`src/rtl/aes_uart_pkg.sv`:
```
// Shared definitions for the AES block to UART byte path.
package aes_uart_pkg;

  localparam int BLOCK_W     = 128;
  localparam int BYTE_W      = 8;
  localparam int BLOCK_BYTES = 16;

  localparam logic [BYTE_W-1:0] CR = 8'h0D;
  localparam logic [BYTE_W-1:0] LF = 8'h0A;

  typedef enum logic [1:0] {
    IDLE = 2'd0,
    SEND = 2'd1,
    GAP  = 2'd2
  } tx_state_t;

  // Byte k of a block, byte 0 being the most significant byte.
  function automatic logic [BYTE_W-1:0] block_byte(input logic [BLOCK_W-1:0] blk,
                                                   input logic [3:0]         k);
    return blk[BLOCK_W-1-BYTE_W*int'(k) -: BYTE_W];
  endfunction

endpackage

```
`src/rtl/aes_block_buf2.sv`:
```
// Two-entry block buffer: an active shift register plus one holding register.
// A new block loads into the shift register when it is empty or being freed;
// otherwise it waits in hold, and is dropped (sticky overflow) when both are
// occupied and nothing frees this cycle.
import aes_uart_pkg::*;

module aes_block_buf2 (
  input  logic               clk,
  input  logic               rst_n,
  input  logic [BLOCK_W-1:0] in_data,
  input  logic               in_valid,
  input  logic               free,
  output logic [BLOCK_W-1:0] shift_data,
  output logic               shift_full,
  output logic               hold_full,
  output logic               overflow
);

  logic [BLOCK_W-1:0] hold_data;

  // Load / promote / drop decisions for the two entries.
  always_ff @(posedge clk) begin
    if (!rst_n) begin
      shift_data <= '0;
      hold_data  <= '0;
      shift_full <= 1'b0;
      hold_full  <= 1'b0;
      overflow   <= 1'b0;
    end else if (in_valid) begin
      if (!shift_full) begin
        shift_data <= in_data;
        shift_full <= 1'b1;
      end else if (free) begin
        // Shift register frees this cycle: promote hold if present and park
        // the new block behind it, otherwise the new block goes straight in.
        if (hold_full) begin
          shift_data <= hold_data;
          hold_data  <= in_data;
        end else begin
          shift_data <= in_data;
        end
      end else if (!hold_full) begin
        hold_data <= in_data;
        hold_full <= 1'b1;
      end else begin
        overflow <= 1'b1;
      end
    end else if (free) begin
      if (hold_full) begin
        shift_data <= hold_data;
        hold_full  <= 1'b0;
      end else begin
        shift_full <= 1'b0;
      end
    end
  end

endmodule

```
`src/rtl/aes_block_tx_serializer.sv`:
```
// Serialises buffered 128-bit AES blocks into bytes on a valid/ready link.
// Handshake: a byte moves on a rising edge where byte_valid && byte_ready;
// byte_valid, once high, stays high with byte_data stable until that edge.
// Optional macro TX_CRLF_EN appends 0x0D, 0x0A after each block's 16 bytes.
import aes_uart_pkg::*;

module aes_block_tx_serializer #(
  parameter int GAP_CYCLES = 0
) (
  input  logic               clk,
  input  logic               rst_n,
  input  logic [0:127]       block_data,
  input  logic               block_valid,
  output logic [BYTE_W-1:0]  byte_data,
  output logic               byte_valid,
  input  logic               byte_ready,
  output logic               block_done,
  output logic               busy,
  output logic               overflow
);

`ifdef TX_CRLF_EN
  localparam int IDX_W     = 5;
  localparam int NUM_BYTES = BLOCK_BYTES + 2;
`else
  localparam int IDX_W     = 4;
  localparam int NUM_BYTES = BLOCK_BYTES;
`endif
  localparam logic [IDX_W-1:0] LAST_IDX = IDX_W'(NUM_BYTES - 1);
  localparam bit               HAS_GAP  = (GAP_CYCLES > 0);
  localparam logic [7:0]       GAP_LAST = HAS_GAP ? 8'(GAP_CYCLES - 1) : 8'd0;

  tx_state_t          state, state_next;
  logic [IDX_W-1:0]   idx, idx_next;
  logic [7:0]         gap_cnt, gap_cnt_next;
  logic               done_next;
  logic               free;
  logic [BLOCK_W-1:0] shift_data;
  logic               shift_full;
  logic               hold_full;
  logic [BYTE_W-1:0]  cur_byte;

  aes_block_buf2 u_buf (
    .clk        (clk),
    .rst_n      (rst_n),
    .in_data    (block_data),
    .in_valid   (block_valid),
    .free       (free),
    .shift_data (shift_data),
    .shift_full (shift_full),
    .hold_full  (hold_full),
    .overflow   (overflow)
  );

  // State, byte index, gap counter and done pulse registers.
  always_ff @(posedge clk) begin
    if (!rst_n) begin
      state      <= IDLE;
      idx        <= '0;
      gap_cnt    <= '0;
      block_done <= 1'b0;
    end else begin
      state      <= state_next;
      idx        <= idx_next;
      gap_cnt    <= gap_cnt_next;
      block_done <= done_next;
    end
  end

  // Next-state logic; free tells the buffer the active block is finished.
  always_comb begin
    state_next   = state;
    idx_next     = idx;
    gap_cnt_next = gap_cnt;
    done_next    = 1'b0;
    free         = 1'b0;
    case (state)
      IDLE: begin
        if (block_valid) begin
          state_next = SEND;
          idx_next   = '0;
        end
      end
      SEND: begin
        if (byte_ready) begin
          gap_cnt_next = '0;
          if (idx != LAST_IDX) begin
            idx_next   = idx + 1'b1;
            state_next = HAS_GAP ? GAP : SEND;
          end else begin
            done_next = 1'b1;
            free      = 1'b1;
            idx_next  = '0;
            if (hold_full || block_valid) state_next = HAS_GAP ? GAP : SEND;
            else                          state_next = IDLE;
          end
        end
      end
      GAP: begin
        if (gap_cnt == GAP_LAST) state_next   = SEND;
        else                     gap_cnt_next = gap_cnt + 8'd1;
      end
      default: state_next = IDLE;
    endcase
  end

  // Byte selection from the active block (plus trailer when enabled).
  always_comb begin
`ifdef TX_CRLF_EN
    if (idx == IDX_W'(BLOCK_BYTES))          cur_byte = CR;
    else if (idx == IDX_W'(BLOCK_BYTES + 1)) cur_byte = LF;
    else                                     cur_byte = block_byte(shift_data, idx[3:0]);
`else
    cur_byte = block_byte(shift_data, idx);
`endif
  end

  assign byte_valid = (state == SEND);
  assign byte_data  = byte_valid ? cur_byte : '0;
  assign busy       = shift_full | hold_full | (state == GAP);

endmodule

```
`config.mk`:
```
export PLATFORM = sky130hd
export DESIGN_NAME = aes_block_tx_serializer
export DESIGN_NICKNAME = d
export VERILOG_FILES = /design/src/rtl/aes_uart_pkg.sv /design/src/rtl/aes_block_buf2.sv /design/src/rtl/aes_block_tx_serializer.sv
export SDC_FILE = /design/constraint.sdc
export NUM_CORES = 1
export LEC_CHECK = 0
export ABC_AREA = 0
export CAP_MARGIN = 0
export CORE_ASPECT_RATIO = 0.75
export CORE_MARGIN = 2
export CORE_UTILIZATION = 60
export CTS_CLUSTER_DIAMETER = 50
export DETAILED_ROUTE_END_ITERATION = 16
export GPL_TIMING_DRIVEN = 0
export PLACE_DENSITY = 0.89
export SYNTH_ARGS = -nofsm -noshare
export SYNTH_HDL_FRONTEND = slang
export SYNTH_HIERARCHICAL = 1
export SYNTH_SLANG_ARGS = --single-unit
```
`constraint.sdc`:
```
create_clock -name clk -period 3.7 [get_ports clk]
set_input_delay 0.74 -clock clk [delete_from_list [all_inputs] [get_ports clk]]
set_output_delay 0.74 -clock clk [all_outputs]
set_load 0.05 [all_outputs]
```
---- After elaboration in Yosys (flattened, before gate mapping) ----
Cells that the tools add are included.
operators by class
  equality and inequality tests ........... 12
  bitwise logic cells ..................... 3
  multipliers ............................. 0
  reductions and logical operators ........ 15
  add/subtract/negate cells ............... 3
  muxes and demuxes ....................... 32
  div/mod/pow operators ................... 0
  $lt $le $gt $ge ......................... 0
  shift-type cells ........................ 1
operator list
  kind                 number
  $mux 128             8
  $shiftx 135x8->8     1
  $mux 8               3
  $reduce_and 3->1     6
  $pmux 8 s2           1
  $mux 1               12
  $mux 4               3
  $ne 2x2->1 const B   6
  $add 8x1->8 const B  1
  $logic_not 8->1      1
  $pmux 4 s2           1
  $reduce_bool 2->1    4
  $sub 7x7->8 const A  1
  $mux 2               3
  $ne 2x1->1 const B   3
  $pmux 2 s3           1
  $add 4x1->4 const B  1
  $ne 4x4->1 const B   1
  $reduce_and 4->1     1
  $eq 2x1->1 const B   1
  $eq 2x2->1 const B   1
  $logic_not 2->1      1
  $or 1x1->1           2
  $reduce_and 2->1     1
  other kinds (2)      2
word-level totals
  word-level logic and storage cells ...... 75
  bits in read-only memories .............. 0
  latch bits .............................. 0
  bits of input ports ..................... 132
  RAM bits ................................ 0
  memories ................................ 0
  flip-flop bits (word level) ............. 274

---- Logic depth before layout (Yosys ltp) ----
  word-level depth ........................ 7
  gate-level depth with buffers ........... 10
  gate-level depth less buffers ........... 6

---- Hierarchy ----
The synthesis kept the hierarchy.
by module, submodules not included
  module                   sequential area each (um^2)  cells each  instances  area each (um^2)
  aes_block_buf2           5185.0                       1347        1          12448.2
  aes_block_tx_serializer  120.1                        168         1          1451.4

---- Worst setup path after synthesis ----
No wires, ideal clock.
  path kind ............................... reg2out
  from .................................... register state[0]
  to ...................................... output port byte_data[1]
  arrival ................................. 2.219 ns
  setup slack ............................. 0.741 ns
  buffers on the path ..................... 1
  cell stages (with the launch flop) ...... 4
  cell sequence ........................... dfxtp_1 -> clkbuf_1 -> nand2_1 -> o21ai_0
on the way
  longest elaborated chain between the ends .. 2
RTL lines
  what                    line                            source
  start, declared         aes_block_tx_serializer.sv:33   tx_state_t state, state_next;
  start signal, assigned  aes_block_tx_serializer.sv:63   state <= state_next;
  $eq 2x1->1              aes_block_tx_serializer.sv:118  assign byte_valid = (state == SEND);
  $mux 8                  aes_block_tx_serializer.sv:119  assign byte_data = byte_valid ? cur_byte : '0;
  end, declared           aes_block_tx_serializer.sv:14   output logic [BYTE_W-1:0] byte_data,
Every way passes these cells.

---- Worst setup path after layout ----
  from .................................... register idx[0]
  to ...................................... output port byte_data[0]
on the way
  longest elaborated chain between the ends .. 3
RTL lines
  what                    line                            source
  start, declared         aes_block_tx_serializer.sv:34   logic [IDX_W-1:0] idx, idx_next;
  start signal, assigned  aes_block_tx_serializer.sv:64   idx <= idx_next;
  $sub 7x7->8             aes_uart_pkg.sv:20              return blk[BLOCK_W-1-BYTE_W*int'(k) -: BYTE_W];
  $shiftx 135x8->8        aes_uart_pkg.sv:20
  $mux 8                  aes_block_tx_serializer.sv:119
Every way passes these cells.

==> summary.md <==
| Metric | Value |
|---|---|
| Mapped Area | `13900 um2` |
| Combinational family with the most area after synthesis | `compound AO/OA/AOI/OAI gates` |
| Drt wl/cell | `22.2 um` |
| Commonest cells in the netlist | `nand2_1 (271), dfxtp_1 (265), a211oi_1 (255)` |
| Port buffer count | `143` |
| CP max stage delay | `0.81 ns` |
| Peak Freq | `284 MHz` |
| Post-synthesis mux area share | `13.9%` |
| Power Dens Cells | `423 nW/um2` |
| Number of core rows | `48` |
| Fin. Hold Viols | `0` |
| Syn_area_per_cell | `just over 9 um2` |
| Most frequent cell after synthesis | `nand2_1` |
| RR Endpoint | `u_buf/shift_data[0]$_SDFFE_PN0P_` |
| Post-synth top area cell | `dfxtp_1` |
| Vias in the first global route | `12856` |
| Total number of vias | `about 14000` |
| #FFs+latches synth | `roughly 270` |
| Placed insts | `1958` |
| Clk root buf | `clkbuf_16` |
| Worst reg2reg setup slack | `around 1.0 ns` |
| Worst hold start | `u_buf/hold_data[47]$_SDFFE_PN0P_` |
| Max_cap viols | `0` |
| Yosys cell types | `40` |
| Synthesized instance count | `1515` |
| Die ar. | `24400 um2` |
| DRT Pass-1 Iters | `5` |
| Post-DP HPWL | `between 30000 and 40000 um` |
| Chip height | `136 um` |
| Post-synth net total | `roughly 1600` |
| Clk buf depth | `3` |
| CORE AREA | `22900 um2` |
| Most used DFF post-synth | `dfxtp_1` |
| Minimum clock period | `3.52 ns` |
| Buf/Inv on CP | `4` |
| Hold Crit Class | `flop to flop` |
| GRT Total Usage | `35.0%` |
| Min-Delay Path Depth | `2` |
| Yosys warning total | `6` |
| CP Cell Sequence | `buf_6 > buf_12 > buf_8 > mux2i_1 > a22oi_1 > nand3_1 > nand2_1 > clkdlybuf4s50_1` |
| Final ANT Viol Nets | `0` |
| First-pass GRT wire length | `roughly 70000 um` |
| Critical path fanouts, max | `10` |
| Global route overflow | `0` |
| CP max stage cell | `clkdlybuf4s50_1` |
| Worst vdd ir | `around 0.36 mV` |
| Overall Power | `0.00701 W` |
| Arr. time, crit path | `2.78 ns` |
| Final Max Tran Viols | `0` |
| Area growth syn-to-layout | `19.2%` |
| Outcome | `completed` |
| Startpoint types | `flop` |
| Initial antenna violation count | `3` |
| TritonCTS clock tree | `yes` |
| Largest net degree at the start of global routing | `14` |
| Worst Max-Slew Pin Slew | `1.09 ns` |
| Final setup fails | `0` |
| Ports | `144` |
| Setup tns final | `0 ns` |
| Worst-path clk slew | `0.06 ns` |
| Worst path required time | `~3 ns` |
| R2R depth | `7` |
| R2R Path Start | `state[0]$_SDFFE_PN0P_` |
| Sequential fraction of the synthesis area | `38.2%` |
| Final RePlAce weighted congestion | `0.975` |
| Post-synth EDFFs | `0` |
| CTS buffer count | `27` |
| H-tree levels | `1` |
| Die Wd | `180 um` |
| Final #Nets | `1820` |
| Clk sinks | `265` |
| CP endpoint kind | `output pin` |
| Clk_lat worst skew | `0.53 ns` |
| Layout cells sized above 1 | `under 10%` |
| RSZ-0062 raised after global routing | `no` |
| Crit share post-route | `between 90% and 100%` |
| Simple-Gate Fraction of Synth Area | `9.16%` |
| Initial core utilization | `between 60 and 70%` |
| Drt first-iter violations | `1972` |
| Post-Synth XOR/XNOR Area | `0.0630%` |
| Static Leak | `5.75 nW` |
| Critical path class | `flop to output pin` |
| Final Non-Filler Cells | `2006` |
| Final wirelength | `about 45000 um` |
| Async SR Flop Fraction | `0%` |
| Top cell type's share of synthesized area | `a little under two fifths` |
| Hold Path End | `u_buf/hold_data[47]$_SDFFE_PN0P_` |
| Worst hold slack | `roughly 0.48 ns` |
| Hold buffers post-CTS | `0` |
| Synth Area in Adders | `less than 1%` |
| DRC errors left | `0` |
| Slew HR | `27.1%` |
| Compound-Gate Fraction of Synth Area | `approximately 30%` |
| Via density per instance | `roughly 7` |
| Synth area leaders | `dfxtp_1 (38%), a211oi_1 (14%), mux2i_1 (13%), o221ai_1 (8.1%), nand2_1 (7.3%)` |
| Largest delay share family, worst path | `buffers and inverters` |
| Worst-case clock skew | `0.0101 ns` |
==> placed cells by master, fill, tap and decap left out, types with 15 or more instances in the layout <==
cell and instances:
nand2_1 271, dfxtp_1 265, a211oi_1 255, mux2i_1 182
clkdlybuf4s50_1 137, o221ai_1 128, o22ai_1 127, clkbuf_1 75
buf_2 75, clkbuf_16 27, a22oi_1 25, buf_12 15
==> report_power, final <==
| group | switching, W | total, W | internal [W] | leakage [nW] |
|---|---|---|---|---|
| registers | 0.000142 | 0.00317 | 0.00303 | 2.18 |
| logic | 0.000654 | 0.00119 | 0.000533 | 3.17 |
| clock network | 0.00115 | 0.00265 | 0.00150 | 0.402 |
==> flip-flops by register name (all words and copies together) (netlist names) <==
signal and flops:
block_done 1, idx 4, state 1, u_buf/hold_data 128, u_buf/hold_full 1, u_buf/overflow 1
u_buf/shift_data 128, u_buf/shift_full 1
==> worst min-delay path: stages (launching register included) <==
cell	delay, ns
dfxtp_1	0.32
nand2_1	0.06
mux2i_1	0.05
==> final cells by class <==
cell class | instances | area (um2)
buffer | 187 | 1190
multi-input combinational | 1062 | 7400
fill | 1680 | 6310
timing repair buffer | 143 | 1450
tap | 300 | 375
inverter | 1 | 3.75
sequential | 265 | 5310
antenna | 3 | 7.51
clock buffer | 38 | 767
clock inverter | 7 | 71.3
==> kinds of logic after synthesis <==
group                    after synthesis
AO/OA/AOI/OAI                        558
XOR/XNOR                               1
adder cells (fa/ha/maj)                1
buffers and inverters                188
flip-flops                           265
multiplexers                         187
AND/OR/NAND/NOR                      315
==> routing by layer <==
metal / up-vias / global-route usage [%] / part of all wire (%) / wire (um)
met3: 142 / 8.55 / 13 / 5580
li1: 6258 / - / - / -
met5: - / 0 / 0 / 0
met1: 6547 / 49.6 / 42 / 18600
met4: 0 / 13.6 / 3.8 / 1700
met2: 999 / 51.5 / 42 / 18600
==> worst max-delay path by stage <==
stage,startpoint,to,slack [ns],cells past startpoint
2_1_floorplan,state[0]$_SDFFE_PN0P_,byte_data[1],0.74,3
3_3_place_gp,rst_n,u_buf/hold_data[46]$_SDFFE_PN0P_,0.52,6
3_5_place_dp,rst_n,u_buf/hold_data[15]$_SDFFE_PN0P_,0.47,6
4_1_cts,idx[0]$_SDFFE_PN0P_,byte_data[5],0.04,8
5_1_grt,state[0]$_SDFFE_PN0P_,byte_data[3],0.07,6
6_report,idx[0]$_SDFFE_PN0P_,byte_data[0],0.18,8
==> timing repair <==
action / in CTS / in global routing
buffers inserted: 0 / 0
endpoints found under the setup margin: 0 / 6
resized for setup: 0 / 6
==> metrics by stage <==
step / util (%) / setup slack [ns] / cell area, um2
final: 72.4 / 0.177 / 16600
after global routing: 72.4 / 0.0705 / 16600
after CTS: 72.3 / 0.0406 / 16500
after detailed placement: 68.6 / 0.473 / 15700
after global placement: 68.6 / 0.517 / 15700
after floorplan: - / 0.741 / 13900
No activity file was read; power rests on OpenSTA's default activity.
